## config.mk

```make
export PLATFORM = sky130hd
export DESIGN_NAME = route_rr_n
export DESIGN_NICKNAME = d
export VERILOG_FILES = /design/src/rtl/route_rr_n_pkg.sv /design/src/rtl/route_rr_n_arbiter.sv /design/src/rtl/route_rr_n.sv
export SDC_FILE = /design/constraint.sdc
export NUM_CORES = 1
export LEC_CHECK = 0
export ABC_AREA = 1
export CAP_MARGIN = 20
export CORE_ASPECT_RATIO = 1.75
export CORE_UTILIZATION = 30
export DETAILED_ROUTE_END_ITERATION = 7
export HOLD_SLACK_MARGIN = 0.06
export SYNTH_ARGS = -nofsm -noshare
export SYNTH_HDL_FRONTEND = slang
export SYNTH_SLANG_ARGS = --single-unit
```

## constraint.sdc

```tcl
create_clock -name clk -period 2.6 [get_ports clk]
set_input_delay 0.52 -clock clk [delete_from_list [all_inputs] [get_ports clk]]
set_output_delay 0.52 -clock clk [all_outputs]
set_load 0.005 [all_outputs]
```

## src/rtl/route_rr_n_pkg.sv

```systemverilog
// Shared defaults and helpers for the round-robin routing stage.
package route_rr_n_pkg;

    localparam int unsigned DEF_NUM_IN    = 2;
    localparam int unsigned DEF_NUM_OUT   = 2;
    localparam int unsigned DEF_DATA_W    = 8;
    localparam int unsigned DEF_HDR_W     = 2;
    localparam int unsigned DEF_DEPTH     = 4;
    localparam int unsigned DEF_AF_THRESH = 3;
    localparam int unsigned DEF_AE_THRESH = 1;

    // Index width that stays >= 1 even for a single-entry range.
    function automatic int unsigned idx_w(input int unsigned n);
        return (n > 1) ? $clog2(n) : 1;
    endfunction

    // Round-robin successor: the port after the winner, wrapping at n.
    function automatic int unsigned rr_next(input int unsigned g, input int unsigned n);
        return (g + 1 >= n) ? 0 : g + 1;
    endfunction

endpackage

```

## src/rtl/route_rr_n_arbiter.sv

```systemverilog
// Rotating-priority arbiter: search starts at ptr, ascends and wraps; one-hot grant.
module route_rr_n_arbiter
    import route_rr_n_pkg::*;
#(
    parameter int unsigned N = 2,
    localparam int unsigned IW = idx_w(N)
)(
    input  logic [N-1:0]  req,
    input  logic [IW-1:0] ptr,
    output logic [N-1:0]  grant_c,
    output logic [IW-1:0] grant_idx_c,
    output logic          grant_any_c
);

    int unsigned      pos;
    logic [IW-1:0]    idx;

    always_comb begin
        grant_c     = '0;
        grant_idx_c = '0;
        grant_any_c = 1'b0;
        pos         = 0;
        idx         = '0;
        for (int unsigned k = 0; k < N; k++) begin
            pos = (32'(ptr) + k) % N;
            idx = IW'(pos);
            if (!grant_any_c && req[idx]) begin
                grant_any_c  = 1'b1;
                grant_c[idx] = 1'b1;
                grant_idx_c  = idx;
            end
        end
    end

endmodule

```

## src/rtl/route_rr_n.sv

```systemverilog
// NUM_IN x NUM_OUT header-steered router: per-output round-robin arbitration into
// per-output FIFOs, with either valid/ready backpressure or drop-on-full behaviour.
module route_rr_n
    import route_rr_n_pkg::*;
#(
    parameter int unsigned NUM_IN       = DEF_NUM_IN,
    parameter int unsigned NUM_OUT      = DEF_NUM_OUT,
    parameter int unsigned DATA_W       = DEF_DATA_W,
    parameter int unsigned HDR_W        = DEF_HDR_W,
    parameter int unsigned DEPTH        = DEF_DEPTH,
    parameter int unsigned AF_THRESH    = DEF_AF_THRESH,
    parameter int unsigned AE_THRESH    = DEF_AE_THRESH,
    parameter bit          BACKPRESSURE = 1'b1
)(
    input  logic                             clk,
    input  logic                             reset,
    input  logic [NUM_IN*(HDR_W+DATA_W)-1:0] in_data,
    input  logic [NUM_IN-1:0]                in_valid,
    output logic [NUM_IN-1:0]                in_ready,
    input  logic [NUM_OUT-1:0]               read,
    output logic [NUM_OUT*DATA_W-1:0]        out_data,
    output logic [NUM_OUT-1:0]               out_valid,
    output logic [NUM_OUT-1:0]               empty,
    output logic [NUM_OUT-1:0]               full,
    output logic [NUM_OUT-1:0]               almost_full,
    output logic [NUM_OUT-1:0]               almost_empty,
    output logic [NUM_OUT-1:0]               pause,
    output logic [NUM_OUT-1:0]               error
);

    localparam int unsigned DEST_W = idx_w(NUM_OUT);
    localparam int unsigned WORD_W = HDR_W + DATA_W;
    localparam int unsigned CNT_W  = $clog2(DEPTH + 1);
    localparam int unsigned AW     = idx_w(DEPTH);
    localparam int unsigned IW     = idx_w(NUM_IN);

    logic [DEST_W-1:0] dest    [NUM_IN];
    logic [DATA_W-1:0] payload [NUM_IN];
    logic [NUM_IN-1:0] grant     [NUM_OUT];
    logic [IW-1:0]     grant_idx [NUM_OUT];
    logic [NUM_OUT-1:0] grant_any;
    logic [NUM_OUT-1:0] wr_en;
    logic [NUM_OUT-1:0] rd_en;
    logic               unused_in;

    // Header bits above the dest field are intentionally ignored.
    assign unused_in = ^in_data;

    for (genvar i = 0; i < NUM_IN; i++) begin : g_in
        assign payload[i] = in_data[i*WORD_W +: DATA_W];
        assign dest[i]    = in_data[i*WORD_W + DATA_W +: DEST_W];
    end

    // Acceptance is combinational so the source can advance in the same cycle.
    always_comb begin
        in_ready = '0;
        for (int unsigned i = 0; i < NUM_IN; i++) begin
            if (reset) begin
                if (BACKPRESSURE)
                    in_ready[i] = in_valid[i] && grant[dest[i]][i] && !full[dest[i]];
                else
                    in_ready[i] = 1'b1;
            end
        end
    end

    for (genvar o = 0; o < NUM_OUT; o++) begin : g_out
        logic [NUM_IN-1:0] req;
        logic [IW-1:0]     rr_ptr;
        logic [CNT_W-1:0]  cnt;
        logic [AW-1:0]     wr_ptr;
        logic [AW-1:0]     rd_ptr;
        logic [DATA_W-1:0] mem [DEPTH];
        logic [DATA_W-1:0] rd_data;
        logic              rd_vld;
        logic              err;

        always_comb begin
            req = '0;
            for (int unsigned i = 0; i < NUM_IN; i++)
                req[i] = in_valid[i] && (dest[i] == DEST_W'(o));
        end

        route_rr_n_arbiter #(.N(NUM_IN)) u_arb (
            .req         (req),
            .ptr         (rr_ptr),
            .grant_c     (grant[o]),
            .grant_idx_c (grant_idx[o]),
            .grant_any_c (grant_any[o])
        );

        // A full FIFO never accepts; in drop mode the refused word becomes an error.
        assign wr_en[o] = grant_any[o] && !full[o];
        assign rd_en[o] = read[o] && !empty[o];

        always_ff @(posedge clk) begin
            if (!reset) begin
                rr_ptr  <= '0;
                cnt     <= '0;
                wr_ptr  <= '0;
                rd_ptr  <= '0;
                rd_data <= '0;
                rd_vld  <= 1'b0;
                err     <= 1'b0;
            end else begin
                if (wr_en[o]) begin
                    wr_ptr <= wr_ptr + AW'(1);
                    rr_ptr <= IW'(rr_next(32'(grant_idx[o]), NUM_IN));
                end
                if (rd_en[o]) begin
                    rd_ptr  <= rd_ptr + AW'(1);
                    rd_data <= mem[rd_ptr];
                end
                rd_vld <= rd_en[o];
                cnt    <= cnt + CNT_W'(wr_en[o]) - CNT_W'(rd_en[o]);
                if ((read[o] && empty[o]) || (!BACKPRESSURE && grant_any[o] && full[o]))
                    err <= 1'b1;
            end
        end

        always_ff @(posedge clk) begin
            if (wr_en[o])
                mem[wr_ptr] <= payload[grant_idx[o]];
        end

        assign empty[o]                     = (cnt == '0);
        assign full[o]                      = (cnt == CNT_W'(DEPTH));
        assign almost_full[o]               = (cnt >= CNT_W'(AF_THRESH));
        assign almost_empty[o]              = (cnt <= CNT_W'(AE_THRESH));
        assign pause[o]                     = almost_full[o];
        assign error[o]                     = err;
        assign out_valid[o]                 = rd_vld;
        assign out_data[o*DATA_W +: DATA_W] = rd_data;
    end

endmodule

```

# ---- Word-level counts from Yosys, hierarchy flattened
# Memory sizes are Yosys's and may differ from the RTL's. A register that Yosys moved wholly into a read port is not among the register bits.
# Index checks and enable logic that the tools add are counted.
# W data, S select, Z words.
dict set report word_totals {
  mem_count 2
  ram_bits 64
  regBits 20
  wordCells 140
}
dict set report classes {
  n_addsub 12
  n_mux 52
  eq_ne 2
  n_bitwise 8
  magnitude_cmp 20
  n_reduce_logical 32
}
# name words width rd rd_clocked_by_memory_dff wr line
set mem_list {}
lappend mem_list {{g_out[0].mem} 4 8 1 1 1 route_rr_n.sv:73} ;# logic [DATA_W-1:0] mem [DEPTH];
lappend mem_list {{g_out[1].mem} 4 8 1 1 1 route_rr_n.sv:73}
# cell count
set ops {}
lappend ops {{$mux W8} 6}
lappend ops {{$mux W1} 35}
lappend ops {{$logic_and A1 B1 Y1} 20}
lappend ops {{$mux W2} 7}
lappend ops {{$ge A2 B2 Y1 const B} 6}
lappend ops {{$lt A1 B2 Y1 const B} 6}
lappend ops {{$logic_not A1 Y1} 10}
lappend ops {{$add A2 B1 Y2 const B} 4}
lappend ops {{$not A1 Y2} 4}
lappend ops {{$add A3 B1 Y3} 2}
lappend ops {{$eq A3 B3 Y1 const B} 2}
lappend ops {{$ge A3 B2 Y1 const B} 2}
lappend ops {{$le A3 B1 Y1 const B} 2}
lappend ops {{$logic_not A3 Y1} 2}
lappend ops {{$sub A3 B1 Y3} 2}
lappend ops {{$add A1 B1 Y2 const B} 2}
lappend ops {{$demux W1 S1} 4}
lappend ops {{$ge A1 B1 Y1 const B} 4}
lappend ops {{$or A2 B2 Y2} 2}
lappend ops {{$add A1 B1 Y1 const B} 2}
lappend ops {{$not A1 Y1} 2}

# ---- Logic depth before layout (Yosys ltp)
dict set report logic_depth {
  word_depth 14
  mapped_depth 12
}

# ---- Hierarchy
# From an unflattened synthesis, not the netlist that was laid out.
dict set report hier_totals {
  hier_cells 604
  area_unflattened_um2 4987.3
}
# module area_each_um2 n_inst cells_per_inst seq_area_each_um2
set by_module_without_submodules {}
lappend by_module_without_submodules {route_rr_n 4902.2 1 583 2642.5}
lappend by_module_without_submodules {{route_rr_n_arbiter (g_out[1].u_arb)} 55.1 1 14 0.0}
lappend by_module_without_submodules {{route_rr_n_arbiter (g_out[0].u_arb)} 30.0 1 7 0.0}

# ---- Least setup slack after synthesis
# Ideal clock, no wire load.
dict set report synth_path {
  path_type {register to register}
  start {reg g_out[0].cnt[1]}
  end {reg g_out[0].cnt[2]}
  synth_period_minus_slack_ns 1.970
  path_stages_with_launch 13
  required_time_ns 2.483
  arrival_ns 1.853
  path_buffers 1
  path_slack_ns 0.630
  path_cell_list {dfxtp_1 > nor2_1 > nand2_1 > nand2_1 > buf_4 > inv_2 > ha_1 > inv_1 > ha_1 > inv_1 > fa_1 > xnor2_1 > nor2_1}
}
dict set report synth_between {
  elab_cells_between_ends 8
  classes_between {add/sub: 2; eq/ne: 1; reduce/logical: 5}
}
# element line
set synth_rtl {}
lappend synth_rtl {{from (decl)} route_rr_n.sv:70} ;# logic [CNT_W-1:0] cnt;
lappend synth_rtl {{from (signal assigned)} route_rr_n.sv:115} ;# cnt <= cnt + CNT_W'(wr_en[o]) - CNT_W'(rd_en[o]);
lappend synth_rtl {{$logic_not A3 Y1} route_rr_n.sv:126} ;# assign empty[o] = (cnt == '0);
lappend synth_rtl {{$logic_not A1 Y1} route_rr_n.sv:94} ;# assign rd_en[o] = read[o] && !empty[o];
lappend synth_rtl {{$logic_and A1 B1 Y1} route_rr_n.sv:94}
lappend synth_rtl {{via rd_en[0]} route_rr_n.sv:43} ;# logic [NUM_OUT-1:0] rd_en;
lappend synth_rtl {{$sub A3 B1 Y3} route_rr_n.sv:115}
# The timed path passes the listed nets, and every way through them passes these cells.
# A chain may end at the register's enable or synchronous reset.

# ---- Final worst setup path
dict set report layout_path {
  start {in in_valid[1]}
  end {out in_ready[0]}
}
dict set report layout_between {
  elab_chain_len 13
  elab_cells_between_ends 28
  classes_between {mux: 18; bitwise: 2; reduce/logical: 8}
}
# element line
set layout_rtl {}
lappend layout_rtl {{from (decl)} route_rr_n.sv:18} ;# input logic [NUM_IN-1:0] in_valid,
lappend layout_rtl {{$logic_and A1 B1 Y1} route_rr_n.sv:81} ;# req[i] = in_valid[i] && (dest[i] == DEST_W'(o));
lappend layout_rtl {{$mux W1 (implied by the code) (2 in series)} route_rr_n_arbiter.sv:27} ;# if (!grant_any_c && req[idx]) begin
lappend layout_rtl {{$mux W1} route_rr_n_arbiter.sv:27}
lappend layout_rtl {{$logic_not A1 Y1} route_rr_n_arbiter.sv:27}
lappend layout_rtl {{$logic_and A1 B1 Y1} route_rr_n_arbiter.sv:27}
lappend layout_rtl {{$mux W2} route_rr_n_arbiter.sv:27}
lappend layout_rtl {{$mux W1 (implied by the code) * (3 in series)} route_rr_n.sv:60} ;# in_ready[i] = in_valid[i] && grant[dest[i]][i] && !full[dest[i]];
lappend layout_rtl {{$logic_and A1 B1 Y1 * (2 in series)} route_rr_n.sv:60}
lappend layout_rtl {{$mux W1 *} route_rr_n.sv:58} ;# if (reset) begin
lappend layout_rtl {{to (decl)} route_rr_n.sv:19} ;# output logic [NUM_IN-1:0] in_ready,
# Mark *: on every way between the ends. The rest lies on a longest branch, timed or not. The select of a mux whose other input is x is not followed.

==> impl_metrics.py <==
metrics = {
    "grt": {
        "gr-total-overflow": 0,
        "grt_pass1_vias": 3440,
        "grt_max_degree": 26,
        "antenna_found_initial": 1,
        "track_usage": 0.127,
        "grt_pass1_wl_um": 16500,
    },
    "synth": {
        "yosysWarnings": 0,
        "synth-seq-area-share": 0.537,
        "syn_inst": 586,
        "syn-cell-area_um2": 4920,
        "syn_avg_cell_area_um2": 8.39,
        "synthDistinctLibCells": 29,
        "yosys_register_bits": 100,
        "syn_nets": 632,
    },
    "cts": {
        "cts_tree": "built",
        "clock-sinks": 100,
        "clk_path_buf_depth": 2,
        "cts_root_buffer": "clkbuf_16",
        "cts.hold.buffers_added": 0,
        "cts_htree_levels": 3,
        "path_clk_slew_ns": 0.06,
        "cts_buffers": 9,
        "clk_latency_ns": 0.34,
        "post_cts_buffers": 0,
    },
    "setup_path": {
        "critPathRequiredTime_ns": 2.08,
        "crit_path_top_delay_cell": "clkdlybuf4s50_1",
        "cpPeakStageDelay_ns": 0.50,
        "crit_chain": "clkdlybuf4s50_1 > nand2_1 > buf_4 > o21bai_1 > nand2_1 > nand2_1 > nor2_1 > clkdlybuf4s50_1",
        "critical_path.top_delay_family": "buffers and inverters",
        "worst-path-buf-inv": 3,
        "critPathMostFrequentCell": "nand2_1",
        "critPathMaxFanout": 3,
        "start_kind": "primary input",
        "path_class": "primary input to output port",
        "cp-end-kind": "output port",
        "cp.arrival_ns": 1.95,
    },
    "pwr": {
        "power.switching_mw": 1.59,
        "ir_drop_uv": 392,
        "seqPwrFrac": 0.425,
        "p_clk_frac": 0.251,
        "p_sw_frac": 0.314,
        "p_leak_nw": 2.85,
        "p_int_mw": 3.48,
        "p_per_area_nw_per_um2": 851,
        "power_frac_comb": 0.324,
        "finalPower_mw": 5.08,
    },
    "cells_and_area": {
        "fin_area_um2": 5960,
        "fin_nets": 692,
        "final_cells": 841,
        "final_cell_mix": "nand2_1, inv_1, edfxtp_1",
        "syn2layout_area_growth_pct": 21.2,
        "layout_commonest_cell": "nand2_1",
        "drive_above_1_share": 0.0707,
    },
    "place": {
        "io_buffer_count": 55,
        "dp.cells": 824,
        "hpwl_um": 7440,
        "gp_congestion": 0.799,
        "dpl_cell_area_um2": 5660,
    },
    "die": {
        "boundaryPins": 58,
        "fp.dieH_um": 171,
        "core_area_um2": 16000,
        "rows": 61,
        "dieWidth_um": 98.8,
        "die_area_um2": 16900,
        "floorplan.initialDensity": 0.308,
    },
    "detailed_routing": {
        "drc": 0,
        "vias": 3522,
        "wirelength_um": 10000,
        "drtPass1Iterations": 4,
        "avgRoutedWirePerCell_um": 11.9,
        "viasPerCell": 4.19,
        "drt_iter0_markers": 208,
        "final_antenna_net_count": 0,
    },
    "timing": {
        "finalHoldViolCount": 0,
        "finalCritPeriodShare": 0.951,
        "min_period_ns": 2.47,
        "fmax_ghz": 0.404,
        "finalSetupTns_ns": 0,
        "finalSetupViolCount": 0,
        "slew_violations": 0,
        "rsz0062_at_grt": "no",
        "relSlewSlack": 0.476,
        "final.setup_skew_ns": 0.00619,
        "tightest_slew_ns": 0.785,
    },
    "run_status": {
        "outcome": "completed",
    },
    "hold_path": {
        "hold_class": "flip-flop to flip-flop",
    },
    "flow_run": {
        "drv_cap": 0,
    },
}
[power groups by stage]
stage                     registers [mW]  logic, mW  clock network, mW
after global placement              2.19       1.65                  0
after global routing                2.19       1.91               1.36
after detailed placement            2.19       1.67                  0
after CTS                           2.16       1.68               1.31
after floorplan                     2.11       1.13                  0
final                               2.16       1.64               1.28
[routing by layer]
layer	wire (µm)	global-route usage	vias up
met2	5620	0.254	52
li1	-	-	1880
met5	0	0	-
met4	348	0.0688	0
met3	273	0.0175	16
met1	3770	0.122	1574
[tightest hold or removal path: cells and delay by family (launching register included)]
kind                   cells  cell delay (ns)
DFF                        1             0.31
buffers and inverters      1             0.05
AOI/OAI and AO/OA          1             0.05
[final timing paths]
path                                            startpoint                    endpoint  slack [ns]  cells after the start
worst max-delay path                           in_valid[1]                 in_ready[0]        0.13                      8
worst min register to register   g_out[0].err$_SDFFE_PN0P_   g_out[0].err$_SDFFE_PN0P_        0.45                      2
worst max register to register  g_out[0].cnt[1]$_SDFF_PN0_  g_out[0].cnt[2]$_SDFF_PN0_        0.53                     11
worst min-delay path             g_out[0].err$_SDFFE_PN0P_   g_out[0].err$_SDFFE_PN0P_        0.45                      2
[synthesized netlist by cell type, drive strengths merged]
cell      n  share of area
nand3b    1         0.0015
dfxtp    36           0.15
o21bai    4         0.0084
xnor2     1         0.0018
nor2     64          0.049
mux2i     2         0.0041
xor2      1         0.0018
fa        2         0.0081
clkinv    2         0.0015
clkbuf    2         0.0015
a21oi     5         0.0051
inv     132           0.10
a22o      2         0.0036
ha       18          0.046
nand2   169           0.13
o21ai    20          0.022
buf      22          0.034
edfxtp   64           0.39
nand3    39          0.041
[cell type report]
type	count	area [µm²]
timing repair buffer	73	696
clock inverter	6	55.1
fill	1572	9990
sequential	100	2640
tap	189	236
antenna	1	2.50
multi-input combinational	328	1590
inverter	134	508
clock buffer	10	229
[logic make-up after synthesis]
family | count (synthesis) | share of synthesized area
simple gates | 273 | 0.223
fa+ha+maj | 20 | 0.0539
compound gates | 31 | 0.0389
flops | 100 | 0.537
buf+inv | 158 | 0.139
xor+xnor | 2 | 0.00356
mux | 2 | 0.00407
[registers in the layout, summed over array words and instances, names as in the netlist]
register	cells
g_out.mem	64
g_out.rd_data	16
g_out.cnt	6
g_out.rd_ptr	4
g_out.wr_ptr	4
g_out.err	2
g_out.rd_vld	2
g_out.rr_ptr	2
[through the flow]
step	utilization	setup WS [ns]	hold slack, ns
floorplan	-	0.630	0.430
global placement	0.355	0.0328	0.442
detailed placement	0.355	0.0348	0.449
CTS	0.373	0.0298	0.456
global route	0.374	0.0335	0.483
finish	0.374	0.127	0.453
[what timing repair did]
| item | in CTS | in global routing |
|---|---|---|
| gates resized for setup | 0 | 4 |
| endpoints found under the setup margin | 0 | 2 |
| endpoints found under the hold margin | 0 | 0 |
(Power assumes the default switching activity.)
